File: src/rtl/aes_key_sched_ctrl.sv
// AES-128 key-schedule controller: sequences the expansion engine, captures its
// eleven round keys into a local bank and serves them through a req/ack read port.
module aes_key_sched_ctrl #(
    parameter int NR      = 10,
    parameter int TIMEOUT = 32
) (
    input  logic         CLK,
    input  logic         RST,
    input  logic         key_load_in,
    input  logic [127:0] key_in,
    output logic         key_busy_out,
    output logic         key_ready_out,
    output logic         fault_out,
    output logic         ke_start_out,
    output logic [127:0] ke_key_out,
    input  logic [1:0]   ke_state_in,
    input  logic [127:0] ke_rkey_in,
    input  logic         rk_req_in,
    input  logic [3:0]   rk_idx_in,
    output logic         rk_ack_out,
    output logic [127:0] rk_key_out,
    output logic         rk_err_out
);

    localparam int              CNT_W    = $clog2(TIMEOUT);
    localparam logic [3:0]      LAST_IDX = 4'(NR);
    localparam logic [CNT_W-1:0] CNT_LAST = CNT_W'(TIMEOUT - 1);

    typedef enum logic [1:0] {IDLE, START, CAPT, READY} state_t;

    state_t             state_q, state_d;
    logic [CNT_W-1:0]   cnt_q, cnt_d;
    logic [3:0]         idx_q, idx_d;
    logic               fault_q, fault_d;
    logic [127:0]       ke_key_q, ke_key_d;
    logic               ack_q, ack_d;
    logic               err_q, err_d;
    logic [127:0]       rd_q;
    logic [127:0]       bank_q [0:NR];

    logic               bank_we;
    logic [3:0]         bank_waddr;
    logic               rd_en;
    logic [3:0]         rd_addr;
    logic               eng_active;

    assign eng_active = (ke_state_in != 2'd0);
    // Out-of-range indices still read a legal entry; the output is forced to 0 anyway.
    assign rd_addr    = (rk_idx_in > LAST_IDX) ? 4'd0 : rk_idx_in;

    always_comb begin
        state_d    = state_q;
        cnt_d      = cnt_q;
        idx_d      = idx_q;
        fault_d    = fault_q;
        ke_key_d   = ke_key_q;
        ack_d      = 1'b0;
        err_d      = 1'b0;
        bank_we    = 1'b0;
        bank_waddr = idx_q;
        rd_en      = 1'b0;
        case (state_q)
            IDLE: begin
                if (key_load_in) begin
                    ke_key_d = key_in;
                    fault_d  = 1'b0;
                    cnt_d    = '0;
                    state_d  = START;
                end
            end
            START: begin
                if (eng_active) begin
                    bank_we    = 1'b1;
                    bank_waddr = 4'd0;
                    idx_d      = 4'd1;
                    state_d    = CAPT;
                end else if (cnt_q == CNT_LAST) begin
                    fault_d = 1'b1;
                    state_d = IDLE;
                end else begin
                    cnt_d = cnt_q + 1'b1;
                end
            end
            CAPT: begin
                if (eng_active) begin
                    bank_we = 1'b1;
                    if (idx_q == LAST_IDX) begin
                        state_d = READY;
                    end else begin
                        idx_d = idx_q + 4'd1;
                    end
                end else begin
                    fault_d = 1'b1;
                    state_d = IDLE;
                end
            end
            READY: begin
                // A new load always beats a read in the same cycle; the read stays pending.
                if (key_load_in) begin
                    ke_key_d = key_in;
                    fault_d  = 1'b0;
                    cnt_d    = '0;
                    state_d  = START;
                end else if (rk_req_in && !ack_q) begin
                    ack_d = 1'b1;
                    err_d = (rk_idx_in > LAST_IDX);
                    rd_en = 1'b1;
                end
            end
            default: state_d = IDLE;
        endcase
    end

    always_ff @(posedge CLK or posedge RST) begin
        if (RST) begin
            state_q  <= IDLE;
            cnt_q    <= '0;
            idx_q    <= '0;
            fault_q  <= 1'b0;
            ke_key_q <= '0;
            ack_q    <= 1'b0;
            err_q    <= 1'b0;
        end else begin
            state_q  <= state_d;
            cnt_q    <= cnt_d;
            idx_q    <= idx_d;
            fault_q  <= fault_d;
            ke_key_q <= ke_key_d;
            ack_q    <= ack_d;
            err_q    <= err_d;
        end
    end

    // Round-key bank with registered read; no reset so it maps onto block RAM.
    always_ff @(posedge CLK) begin
        if (bank_we) begin
            bank_q[bank_waddr] <= ke_rkey_in;
        end
        if (rd_en) begin
            rd_q <= bank_q[rd_addr];
        end
    end

    assign key_busy_out  = (state_q == START) || (state_q == CAPT);
    assign key_ready_out = (state_q == READY);
    assign ke_start_out  = (state_q == START);
    assign fault_out     = fault_q;
    assign ke_key_out    = ke_key_q;
    assign rk_ack_out    = ack_q;
    assign rk_err_out    = err_q;
    assign rk_key_out    = (ack_q && !err_q) ? rd_q : '0;

endmodule

File: config.mk
export PLATFORM = sky130hd
export DESIGN_NAME = aes_key_sched_ctrl
export DESIGN_NICKNAME = d
export VERILOG_FILES = /design/src/rtl/aes_key_sched_ctrl.sv
export SDC_FILE = /design/constraint.sdc
export NUM_CORES = 2
export LEC_CHECK = 0
export CAP_MARGIN = 20
export CELL_PAD_IN_SITES_DETAIL_PLACEMENT = 1
export CELL_PAD_IN_SITES_GLOBAL_PLACEMENT = 1
export CORE_MARGIN = 5
export CORE_UTILIZATION = 49
export CTS_CLUSTER_DIAMETER = 120
export DETAILED_ROUTE_END_ITERATION = 7
export PLACE_DENSITY_LB_ADDON = 0.1
export SLEW_MARGIN = 20
export SYNTH_ARGS = -nofsm -noshare
export SYNTH_HDL_FRONTEND = slang
export SYNTH_SLANG_ARGS = --single-unit
File: constraint.sdc
create_clock -name CLK -period 15.2 [get_ports CLK]
set_input_delay 3.04 -clock CLK [delete_from_list [all_inputs] [get_ports CLK]]
set_output_delay 3.04 -clock CLK [all_outputs]
set_load 0.005 [all_outputs]
==> results.txt <==
The tools report the total power consumption of the routed design as 0.0117 W. The worst register-to-register path has a setup slack of 11.28 ns. In this run the power density over the cells is 149 nW/um2. The run gives 0 as the count of warnings emitted by yosys. After layout, the worst setup slack is 8.32 ns. Post-synthesis simple-gate area fraction: 0.0529. The cell sitting at the root of the clock tree is a sky130_fd_sc_hd__clkbuf_16. The logs give 0.0282 ns for the worst-case clock skew and 0 for the final hold violation count. Layout overhead on the synthesized area: 18.2%.

During placement, the flow inserted port buffers numbering 527. The tools report the endpoint of the worst hold-timing path as ke_key_out[95]. The top cell type's share of synthesized area is 0.693, and the last weighted congestion value of the routability-driven placer is 0.729. Counting cells, the worst reg-to-reg path comes to 7. The tools report the clock latency of the later-clocked register in the worst-skew pair as 0.80 ns. Once detail routing completed, the nets flagged for antenna violations numbered 0. By startpoint and endpoint, the worst setup path is classified as reg2out. Once detailed placement completed, the half-perimeter wirelength came to 101000 um. In this run the post-CTS setup repair buffer count came out at 0.

STA puts the critical path data arrival time at 3.84 ns. The number of antenna violations at the first check in global routing is 33, and the slew at the pin closest to its max-slew limit is 1.12 ns. Async set or reset register ratio after synthesis: 0.0846.

Maximum number of pins on one net before global-route repair: 159. The XOR/XNOR share of the synthesized area was 0.000132; the core area was 135000 um2. The tools report the startpoint of the most critical hold path as ke_key_out[95]. The number of remaining DRC errors came out at 0. The path class of the tightest hold or removal check is reg2reg. The flow ran to the end, and the final reports show no timing, DRC or antenna violations. The die covers 143000 um2.

Setup repair after global routing left no endpoint under its margin. For this design the static power due to leakage is 27.2 nW. The logs give 0 ns for the accumulated negative setup slack and 66600 um2 for the mapped cell area. Synthesis inferred 1678 register bits.

The max-slew violation count is 0. TritonCTS built the clock tree. Pin placement for this block handled 528 I/O pins. Sequential-to-total area share from yosys stat: 0.746. STA classifies the critical path endpoint as an output port.

The post-cts repair resize count is 0, and the aggregate routed wire length is 192000 um. The cts-stage hold buffer count was 0. The dominant combinational cell family by area after synthesis is compound AO/OA/AOI/OAI gates. For the via count of the first global-routing pass, the log shows 41900.

The tools report the leftover overflow at the end of global routing as 0. The library cell occupying the most area in the post-synthesis netlist was sky130_fd_sc_hd__edfxtp_1. The critical path starts at rk_err_out. The starting density of the core is 0.492, and the multiplexer share of the synthesized area is 0.0439. The total number of placement rows was 135; the number of H-tree levels was 4. sky130_fd_sc_hd__edfxtp_1 is the most common cell in the netlist. The number of nets in the layout was 4883; the ratio of cells with drive above 1 in the final layout was 0.121. For the number of vias in the routed layout, the log shows 39500.

The number of search-and-repair iterations in the first detailed-routing pass came out at 5. The synthesized-area fraction occupied by adder cells works out to 0.00150. The number of synthesized flops with an enable pin was 1536. The clock transition at the register clock pins on the worst setup and hold paths after CTS is 0.06 ns. Sorting the synthesized cells by area gives the leading types as sky130_fd_sc_hd__edfxtp_1 69%, sky130_fd_sc_hd__dfrtp_1 5.3%, sky130_fd_sc_hd__mux2_2 4.3%.

The TritonCTS buffer count came out at 174. Counting I/O delays and the setup requirement, the final critical path takes 6.88 ns. After technology mapping, the gate count stands at 4137.

CTS saw 1678 sinks. Hold path depth: 1. The die outline height was 379 um; the wire length of the first global-routing pass was 280000 um. In this run the worst path has a maximum fanout of 65. Across the run, the number of max-cap violations was 0. Measured along the x axis, the die boundary spans 379 um.

The predominant post-synthesis flop cell is sky130_fd_sc_hd__edfxtp_1. When the netlist entered floorplanning its net count stood at 4411. Yosys mapped the design onto 53 distinct sky130hd cell types.

The per-cell routed wire length is 29.4 um, and the peak supply drop is 0.113 mV. At the placement stage, the worst setup path has a slack of 8.02 ns. The tightest hold path in the finished design has a slack of 0.503 ns. The run gives 0.264 as the total track usage.

In the routed layout, each cell is associated on average with a via count of 6.04. The compound-cell area share of the yosys netlist came out at 0.119. The commonest cells after synthesis are 1536 x sky130_fd_sc_hd__edfxtp_1, 265 x sky130_fd_sc_hd__inv_1, 257 x sky130_fd_sc_hd__nand2b_1. In this run the critical register-to-register path is launched from state_q[0].

Setup violations remaining at the end of the flow were counted as 0. Category of the worst setup path launch point: a register. The initial DRC count was 3057; the final cycle utilization of the critical path was 0.452. Data on the critical path is required at its endpoint by 12.16 ns. Worst slew margin relative to its limit: 0.252. Dividing the synthesized area by the synthesized cell count gives 16.1 um2. The logs give 145 MHz for the highest attainable clock frequency and 3 for the largest buffer count on any clock path. In this run the critical register-to-register path is captured at bank_q[0][49].
[worst max-delay path by stage]
stage	endpoint	slack [ns]	cells after the start
3_5_place_dp	rd_q[34]	8.02	8
6_report	rk_key_out[69]	8.32	5
5_1_grt	rk_key_out[69]	8.11	5
2_1_floorplan	bank_q[3][0]	1.57	4
3_3_place_gp	rd_q[126]	8.10	8
4_1_cts	rk_key_out[69]	8.24	5
[cells in the final DEF (no fill, tap or decap), types with 130 or more instances in the layout]
cell / n
sky130_fd_sc_hd__clkdlybuf4s50_1: 523
sky130_fd_sc_hd__dfrtp_1: 142
sky130_fd_sc_hd__a21oi_1: 134
sky130_fd_sc_hd__mux2_2: 256
sky130_fd_sc_hd__nor2b_1: 130
sky130_fd_sc_hd__edfxtp_1: 1536
sky130_fd_sc_hd__clkbuf_16: 181
sky130_fd_sc_hd__inv_1: 264
sky130_fd_sc_hd__nand2b_1: 256
[metrics by stage]
| stage | utilization | std cells | cell area, um2 |
|---|---|---|---|
| after floorplan | - | 4137 | 66600 |
| after global placement | 0.543 | 6214 | 73400 |
| after detailed placement | 0.543 | 6214 | 73400 |
| after CTS | 0.582 | 6529 | 78700 |
| after global routing | 0.582 | 6535 | 78700 |
| final | 0.582 | 6545 | 78700 |
[layout make-up]
type / instances / area, um2
Fill cell: 12300 / 56600
Timing Repair Buffer: 597 / 5890
Clock inverter: 82 / 523
Tap cell: 1781 / 2230
Multi-Input combinational cell: 1893 / 14600
Clock buffer: 233 / 4750
Inverter: 265 / 1000
Antenna cell: 16 / 40.0
Sequential cell: 1678 / 49700
[report_power, final]
part	switching [W]	total [W]	internal, W	leakage, nW
combinational	0.00102	0.00183	0.000813	9.06
sequential	0.000186	0.00587	0.00569	15.6
clock	0.00174	0.00402	0.00228	2.57
total	0.00294	0.0117	0.00878	27.2
[worst max-delay path, stage by stage, from the launching register on]
cell and delay, ns:
sky130_fd_sc_hd__dfrtp_1 0.47, sky130_fd_sc_hd__nor2b_4 0.13, sky130_fd_sc_hd__buf_4 0.55, sky130_fd_sc_hd__buf_4 0.75, sky130_fd_sc_hd__and2_1 0.36, sky130_fd_sc_hd__clkdlybuf4s50_1 0.62
[registers in the layout, indices dropped and copies added (netlist names), 2 cells and up]
name	flops
ke_key_out	128
cnt_q	5
rd_q	128
idx_q	4
state_q	2
bank_q	1408
[layer usage]
| layer | up-vias | wire [um] | global-route usage | share of wire |
|---|---|---|---|---|
| met5 | - | 112 | 0 | 0.00058 |
| met4 | 16 | 3750 | 0.0670 | 0.019 |
| met3 | 257 | 14000 | 0.0549 | 0.073 |
| met2 | 1436 | 96900 | 0.460 | 0.50 |
| met1 | 20800 | 77600 | 0.339 | 0.40 |
| li1 | 17000 | - | - | - |
[cells by family (layout without fill, tap and decap cells)]
| group | count (synthesis) | after routing |
|---|---|---|
| AOI/OAI and AO/OA | 1058 | 1058 |
| buffers and inverters | 566 | 1177 |
| muxes | 260 | 260 |
| adders and majority gates | 8 | 8 |
| xor gates and xnor gates | 1 | 1 |
| DFF | 1678 | 1678 |
| and+or+nand+nor | 566 | 566 |
| other | 0 | 16 |
(Power assumes the default switching activity.)
